===== src/rtl/uart_pkg.sv =====
// Shared UART definitions: parity-mode encodings and receiver FSM states.
package uart_pkg;

    localparam int PAR_NONE = 0;
    localparam int PAR_EVEN = 1;
    localparam int PAR_ODD  = 2;

    typedef enum logic [2:0] {
        ST_IDLE,
        ST_START,
        ST_DATA,
        ST_PARITY,
        ST_STOP,
        ST_DONE
    } uart_rx_state_t;

endpackage


===== src/rtl/uart_sync2.sv =====
// Two-flop synchroniser for an asynchronous single-bit input, with selectable reset value.
module uart_sync2 #(
    parameter logic RESET_VAL = 1'b1
) (
    input  logic clk,
    input  logic reset,
    input  logic d,
    output logic q
);

    logic meta;

    // Double-register the asynchronous input into the clk domain.
    always_ff @(posedge clk or negedge reset) begin
        if (!reset) begin
            meta <= RESET_VAL;
            q    <= RESET_VAL;
        end else begin
            meta <= d;
            q    <= meta;
        end
    end

endmodule


===== src/rtl/uart_rx_os.sv =====
// Oversampling UART receiver with mid-bit sampling, error flags and valid/ready output.
//
// state     | meaning
// ----------+-----------------------------------------------------------
// ST_IDLE   | waiting for a high-to-low transition of the line
// ST_START  | half-bit wait, then confirm start bit (reject glitches)
// ST_DATA   | sampling DATA_BITS payload bits, LSB first
// ST_PARITY | sampling the parity bit
// ST_STOP   | sampling STOP_BITS stop bits
// ST_DONE   | one clk: hand the frame to the output register or drop it
module uart_rx_os
    import uart_pkg::*;
#(
    parameter int DATA_BITS   = 8,
    parameter int PARITY_MODE = 1,
    parameter int STOP_BITS   = 1,
    parameter int OVS         = 16
) (
    input  logic                 clk,
    input  logic                 reset,
    input  logic                 os_tick,
    input  logic                 d_in,
    output logic [DATA_BITS-1:0] rx_data,
    output logic                 rx_valid,
    input  logic                 rx_ready,
    output logic                 parity_err,
    output logic                 frame_err,
    output logic                 overrun,
    output logic                 busy
);

    localparam int CW = $clog2(OVS);
    localparam logic [CW-1:0] HALF_LOAD = CW'(OVS / 2 - 2);
    localparam logic [CW-1:0] BIT_LOAD  = CW'(OVS - 1);
    localparam logic [3:0]    DATA_LOAD = 4'(DATA_BITS - 1);
    localparam logic [3:0]    STOP_LOAD = 4'(STOP_BITS - 1);
    localparam logic          PAR_INV   = (PARITY_MODE == PAR_ODD);

    uart_rx_state_t       state;
    logic                 line;
    logic                 line_prev;
    logic [CW-1:0]        tick_cnt;
    logic [3:0]           bit_cnt;
    logic [DATA_BITS-1:0] shreg;
    logic                 perr;
    logic                 ferr;
    logic                 sample;

    uart_sync2 #(.RESET_VAL(1'b1)) u_sync (
        .clk   (clk),
        .reset (reset),
        .d     (d_in),
        .q     (line)
    );

    // A bit is sampled on the tick where the down-counter has reached zero.
    assign sample = os_tick && (tick_cnt == '0);
    assign busy   = (state != ST_IDLE);

    // Receiver FSM, bit timers and the registered output handshake.
    always_ff @(posedge clk or negedge reset) begin
        if (!reset) begin
            state      <= ST_IDLE;
            line_prev  <= 1'b1;
            tick_cnt   <= '0;
            bit_cnt    <= '0;
            shreg      <= '0;
            perr       <= 1'b0;
            ferr       <= 1'b0;
            rx_data    <= '0;
            rx_valid   <= 1'b0;
            parity_err <= 1'b0;
            frame_err  <= 1'b0;
            overrun    <= 1'b0;
        end else begin
            overrun <= 1'b0;
            if (rx_valid && rx_ready) begin
                rx_valid <= 1'b0;
            end
            // line_prev lets IDLE arm only on a falling edge, so a break
            // (line stuck low) yields exactly one frame.
            if (os_tick) begin
                line_prev <= line;
            end
            if (os_tick && (tick_cnt != '0)) begin
                tick_cnt <= tick_cnt - CW'(1);
            end
            case (state)
                ST_IDLE: begin
                    if (os_tick && !line && line_prev) begin
                        state    <= ST_START;
                        tick_cnt <= HALF_LOAD;
                        perr     <= 1'b0;
                        ferr     <= 1'b0;
                    end
                end
                ST_START: begin
                    if (sample) begin
                        if (line) begin
                            state <= ST_IDLE;
                        end else begin
                            state    <= ST_DATA;
                            tick_cnt <= BIT_LOAD;
                            bit_cnt  <= DATA_LOAD;
                        end
                    end
                end
                ST_DATA: begin
                    if (sample) begin
                        tick_cnt <= BIT_LOAD;
                        shreg    <= {line, shreg[DATA_BITS-1:1]};
                        if (bit_cnt != 4'd0) begin
                            bit_cnt <= bit_cnt - 4'd1;
                        end else if (PARITY_MODE != PAR_NONE) begin
                            state <= ST_PARITY;
                        end else begin
                            state   <= ST_STOP;
                            bit_cnt <= STOP_LOAD;
                        end
                    end
                end
                ST_PARITY: begin
                    if (sample) begin
                        perr     <= (line != ((^shreg) ^ PAR_INV));
                        state    <= ST_STOP;
                        tick_cnt <= BIT_LOAD;
                        bit_cnt  <= STOP_LOAD;
                    end
                end
                ST_STOP: begin
                    if (sample) begin
                        tick_cnt <= BIT_LOAD;
                        if (!line) begin
                            ferr <= 1'b1;
                        end
                        if (bit_cnt != 4'd0) begin
                            bit_cnt <= bit_cnt - 4'd1;
                        end else begin
                            state <= ST_DONE;
                        end
                    end
                end
                ST_DONE: begin
                    // A word consumed in this same clk frees the register.
                    if (!rx_valid || rx_ready) begin
                        rx_data    <= shreg;
                        parity_err <= perr;
                        frame_err  <= ferr;
                        rx_valid   <= 1'b1;
                    end else begin
                        overrun <= 1'b1;
                    end
                    state <= ST_IDLE;
                end
                default: state <= ST_IDLE;
            endcase
        end
    end

endmodule


===== config.mk =====
export PLATFORM = sky130hd
export DESIGN_NAME = uart_rx_os
export DESIGN_NICKNAME = d
export VERILOG_FILES = /design/src/rtl/uart_pkg.sv /design/src/rtl/uart_sync2.sv /design/src/rtl/uart_rx_os.sv
export SDC_FILE = /design/constraint.sdc
export NUM_CORES = 1
export LEC_CHECK = 0
export ABC_CLOCK_PERIOD_IN_PS = 1750
export BUFFER_PORTS_ARGS = -buffer_cell sky130_fd_sc_hd__clkbuf_2
export CORE_ASPECT_RATIO = 1.5
export CORE_MARGIN = 2
export CORE_UTILIZATION = 52
export DETAILED_ROUTE_END_ITERATION = 6
export GPL_ROUTABILITY_DRIVEN = 1
export PLACE_DENSITY = 0.74
export SETUP_SLACK_MARGIN = 0.3
export SYNTH_ARGS = -nofsm -noshare
export SYNTH_HDL_FRONTEND = slang
export SYNTH_HIERARCHICAL = 1
export SYNTH_SLANG_ARGS = --single-unit

===== constraint.sdc =====
create_clock -name clk -period 1.75 [get_ports clk]
set_clock_uncertainty 0.05 [all_clocks]
set_input_delay 0.525 -clock clk [delete_from_list [all_inputs] [get_ports clk]]
set_output_delay 0.525 -clock clk [all_outputs]
set_load 0.02 [all_outputs]

==> impl_metrics.csv, run 1 <==
group,metric,value,unit
power,power.density,944,mW/mm2
global_routing,grt_max_degree,37,
logic_synthesis,ys.flop_type,"dfrtp_1",
floorplan,core_area,0.00319,mm2
route,final_antenna_net_count,0,
sta,slew_viol_final,0,
logic_synthesis,ys_seq_area_share,51.3,%
setup_path,cp-end-kind,"output port",
power,p_leak,1.24,nW
logic_synthesis,async_flop_share,100,%
logic_synthesis,synth_largest_area_cell,"dfrtp_1",
setup_path,startpoint,"state[2]",
global_routing,grt_use_total,27.3,%
sta,worst_slack,-77.1,ps
clocking,h-tree-depth,2,
route,drt_iter0_markers,47,
floorplan,ios,18,
clocking,cts_root_buffer,"clkbuf_8",
floorplan,rows,25,
clocking,hold_buffers,0,
setup_path,required,1170,ps
final_layout,nets,217,
final_layout,fillers,167,
power,peakVddDrop,0.000907,V
floorplan,fp.dieW,51.6,um
placed_design,postPlaceCellArea,0.00200,mm2
floorplan,die_h,75.3,um
sta,finalCritPeriodShare,104,%
sta,fin_crit,1830,ps
clocking,clk_pin_slew,80,ps
final_layout,areaGrowthSynthToFinish,52.0,%
route,drc,0,
global_routing,antenna_found_initial,0,
logic_synthesis,synth_nets,159,
global_routing,grt_pass1_wl,7.60,mm
setup_path,arrival,1250,ps
clocking,clk-insertion-delay-late,290,ps
sta,worst_slew_pin_slew,457,ps
final_layout,diodes,0,
logic_synthesis,syn_area_per_cell,11.6,um2
clocking,clock_sinks,36,
hold_path,hold_class,"in -> async",
floorplan,start_util,55.3,%
route,vias,1501,
final_layout,regArea,910,um2
logic_synthesis,syn-cell-area,0.00176,mm2
logic_synthesis,synth_edf_count,0,
setup_path,setup.worst_path.start_class,"flop",
route,via_per_inst,5.98,
job,maxCapViolations,0,
final_layout,drive_gt1_share,60.7,%
placed_design,gp_congestion,0.856,
logic_synthesis,synth_top_area_share,46.8,%
clocking,cts_tree,"built",
placed_design,io_buffers,17,
logic_synthesis,synth.distinct_cells,44,
logic_synthesis,synth_area_leaders,"dfrtp_1 47%, mux2_2 13%, dfstp_2 4.5%",
sta,finalSetupViolCount,1,
route,wire_per_inst,19.9,um
logic_synthesis,synth_seq_cells,36,
final_layout,multi_input_area,0.00112,mm2
global_routing,globalRouteOverflowTotal,0,
route,firstDrtPassIters,4,
placed_design,hpwl,2.50,mm
logic_synthesis,yosysWarnings,6,
clocking,cts-buffers-inserted,5,
logic_synthesis,synth_most_common_cell,"dfrtp_1",
sta,max_slew_margin,69.5,%
sta,rsz0062_at_grt,"yes",
setup_path,critPathMaxFanout,2,
setup_path,crit_type,"reg -> out",
logic_synthesis,syn-instance-count,152,
setup_path,crit-reg2reg-launch,"state[1]",
floorplan,die-area,0.00388,mm2
run_status,status,"finished with violations",
final_layout,final_area,0.00268,mm2
clocking,clock_path_buffers,2,
run_status,violations,"setup timing",
final_layout,utilization,84.0,%
route,wirelength,4.99,mm
sta,fmax,0.547,GHz
global_routing,grt_pass1_vias,1529,
logic_synthesis,synthTopCellsByCount,"33 x dfrtp_1, 20 x mux2_2, 10 x nand2_1",
sta,hold_violations,0,
-- through the flow --
stage          instances  setup TNS, ps  total power [mW]  hold slack (ps)  worst slack [ps]
2_1_floorplan        152              0              1.32              179               226
3_5_place_dp         213              0              1.46              307              67.4
4_1_cts              243          -77.1              2.36              224             -77.1
3_3_place_gp         213              0              1.41              297               110
6_report             251          -77.1              2.53              212             -77.1
5_1_grt              251           -232              2.62              250              -104
-- per-layer routing --
layer  GRT usage (%)  wire length, um  vias to the layer above
met5               0                0                        -
met4            13.5              124                        0
met3            5.29              185                       12
met2            48.3             2820                       46
met1            31.5             1850                      779
li1                -                -                      664
-- final timing paths --
check | to | slack (ps) | depth (start not counted)
worst max-delay path | busy | -80 | 2
worst min-delay path | overrun | 210 | 2
worst max register to register | bit_cnt[1] | 10 | 6
worst min register to register | u_sync/q | 320 | 0
max in group asynchronous | bit_cnt[2] | 1090 | 2
min in group clk | u_sync/meta | 260 | 1
-- cell type report --
class	instances	share of cell area [%]
flip-flops and latches	36	33.9
well taps	40	1.87
clock buffers	6	2.71
multi-input cells	103	41.9
repair buffers	57	17.0
inverters	7	1.26
clock inverters	2	1.31
-- power breakdown --
part	leakage, nW	switching [mW]	internal [mW]	total [mW]
clock network	0.0552	0.303	0.423	0.726
logic	0.730	0.342	0.403	0.745
registers	0.458	0.127	0.933	1.06
-- cell usage in the layout (no fill, tap or decap), drive strengths merged, types with 3 or more instances in the layout --
cell type / instances
a21oi: 6
nand3: 5
xnor2: 5
nor2: 8
or3: 3
mux2: 20
o21ai: 6
dfrtp: 33
inv: 7
nand2: 11
xor2: 3
o211ai: 3
nand2b: 5
buf: 42
clkbuf: 21
dfstp: 3
-- kinds of logic (layout without fill, tap and decap cells) --
family          count (synthesis)  count (layout)  share of synthesized area (%)
simple gates                   45              45                           15.0
xor+xnor                        9               9                           5.25
mux                            21              21                           13.3
fa+ha+maj                       2               2                           1.42
flops                          36              36                           51.3
compound gates                 26              26                           10.1
buf+inv                        13              72                           3.62
-- flip-flops by register name, indices dropped and copies added, names as in the netlist, 3 cells and up --
register  flops
rx_data       8
shreg         8
tick_cnt      4
bit_cnt       4
state         3
-- repair_timing --
action / in CTS / in global routing
endpoints found under the hold margin: 0 / 0
pin swaps: 20 / 17
gates resized for setup: 64 / 28
setup buffers: 21 / 8
endpoints found under the setup margin: 32 / 32
cloned: 1 / 0
-- critical path: stages, from the launching register on --
cell	delay (ps)
dfrtp_2	410
or3_4	410
buf_8	140
(Power assumes the default switching activity.)
==> inputs of run 2 (changes only) <==
RECOVER_POWER = 25   (was default)
==> impl_metrics.csv, run 2 (same netlist as run 1, synthesis figures left out) <==
group,metric,value,unit
global_routing,globalRouteOverflowTotal,0,
global_routing,use_met3,5.29,%
clocking,clock_path_buffers,2,
setup_path,startpoint,"state[2]",
run_status,status,"finished with violations",
sta,worst_slack,-77.1,ps
final_layout,fillers,168,
route,via_per_inst,5.98,
global_routing,met1_usage,31.5,%
sta,worst_slew_pin_slew,886,ps
setup_path,critPathMaxFanout,2,
setup_path,crit-reg2reg-launch,"state[1]",
sta,slew_viol_final,0,
floorplan,core_area,0.00319,mm2
global_routing,grt_pass1_wl,7.60,mm
sta,fin_hold_ws,257,ps
sta,final.setup.tns,-77.1,ps
power,peakVddDrop,0.000907,V
run_status,violations,"setup timing",
sta,rsz0062_at_grt,"yes",
final_layout,areaGrowthSynthToFinish,51.8,%
placed_design,postPlaceCellArea,0.00200,mm2
clocking,clk_pin_slew,80,ps
hold_path,hold_class,"in -> reg",
power,p_leak,1.24,nW
floorplan,ios,18,
floorplan,die_h,75.3,um
global_routing,grt_max_degree,37,
setup_path,slowest_delay,410,ps
setup_path,arrival,1250,ps
final_layout,final_cell_mix,"29 x dfrtp_1, 26 x buf_4, 19 x mux2_4, 16 x clkbuf_2, 11 x buf_6",
final_layout,final_area,0.00268,mm2
setup_path,required,1170,ps
floorplan,rows,25,
route,drc,0,
sta,finalSetupViolCount,1,
sta,fin_crit,1830,ps
global_routing,antenna_found_initial,0,
setup_path,critPathSlowestCell,"dfrtp_2",
final_layout,largest_registers,"rx_data (8), shreg (8)",
setup_path,crit_chain,"or3_4, buf_8",
clocking,h-tree-depth,2,
final_layout,multi_input_area,0.00112,mm2
sta,max_slew_margin,40.9,%
setup_path,setup.worst_path.start_class,"flop",
final_layout,nets,217,
power,power.density,945,mW/mm2
final_layout,regArea,910,um2
final_layout,final_common_cell,"dfrtp_1",
sta,hold_violations,0,
sta,fmax,0.547,GHz
setup_path,critPathTopFamily,"flip-flops",
power,finalPower,2.53,mW
route,final_antenna_net_count,0,
clocking,cts_root_buffer,"clkbuf_8",
global_routing,grt_use_total,27.3,%
final_layout,drive_gt1_share,60.7,%
floorplan,start_util,55.3,%
route,vias,1501,
final_layout,diodes,0,
job,maxCapViolations,0,
setup_path,r2r_slack,10,ps
clocking,clock_sinks,36,
clocking,clk-insertion-delay-late,290,ps
route,wire_per_inst,19.9,um
floorplan,die-area,0.00388,mm2
setup_path,crit_buf_inv,1,
setup_path,crit_type,"reg -> out",
setup_path,cp-end-kind,"output port",
clocking,cts_tree,"built",
route,firstDrtPassIters,4,
route,drt_iter0_markers,47,
route,wirelength,4.98,mm
placed_design,gp_congestion,0.856,
placed_design,hpwl,2.50,mm
floorplan,fp.dieW,51.6,um
clocking,cts-buffers-inserted,5,
placed_design,io_buffers,17,
hold_path,worstHoldStart,"d_in",
sta,finalCritPeriodShare,104,%
final_layout,utilization,84.0,%
global_routing,grt_pass1_vias,1529,
global_routing,grt_util_met2,48.3,%
global_routing,grt-busiest-layer,"met2",
[run 2: cell count changes in the layout (fill, tap and decap cells not counted), sizes merged]
cell    delta
clkbuf     +1
buf        -1
[run 2: per-stage QoR]
stage	setup slack, ps	instances
6_report	-77.1	251
3_3_place_gp	110	213
4_1_cts	-77.1	243
5_1_grt	-104	251
3_5_place_dp	67.4	213
2_1_floorplan	226	152
[run 2: timing repair]
action,CTS,global route
hold buffers,0,0
setup endpoints to repair,32,32
gates cloned,1,0
pin swaps,20,17
gates resized for setup,64,28
setup buffers,21,8
[run 2: metal layers]
layer  part of all wire [%]  up-vias
met2                     57       46
met4                    2.5        0
li1                       -      664
met1                     37      779
met3                    3.7       12
met5                      0        -
[run 2: path summary, 6_finish.rpt]
kind,endpoint,depth (start not counted)
max,busy,2
min,u_sync/meta,1
max reg2reg,bit_cnt[1],6
min reg2reg,u_sync/q,0
max in group asynchronous,bit_cnt[2],2
min in group asynchronous,overrun,2
[run 2: area by class of cell]
class / count / share of cell area, %
multi-input cells: 103 / 41.9
flip-flops and latches: 36 / 34.0
repair buffers: 57 / 17.0
clock buffers: 6 / 2.71
well taps: 40 / 1.87
clock inverters: 2 / 1.31
inverters: 7 / 1.26
[run 2: report_power, final]
part | internal (mW) | total, mW | switching [mW]
sequential | 0.933 | 1.06 | 0.127
clock | 0.423 | 0.726 | 0.303
combinational | 0.403 | 0.744 | 0.341
total | 1.76 | 2.53 | 0.772
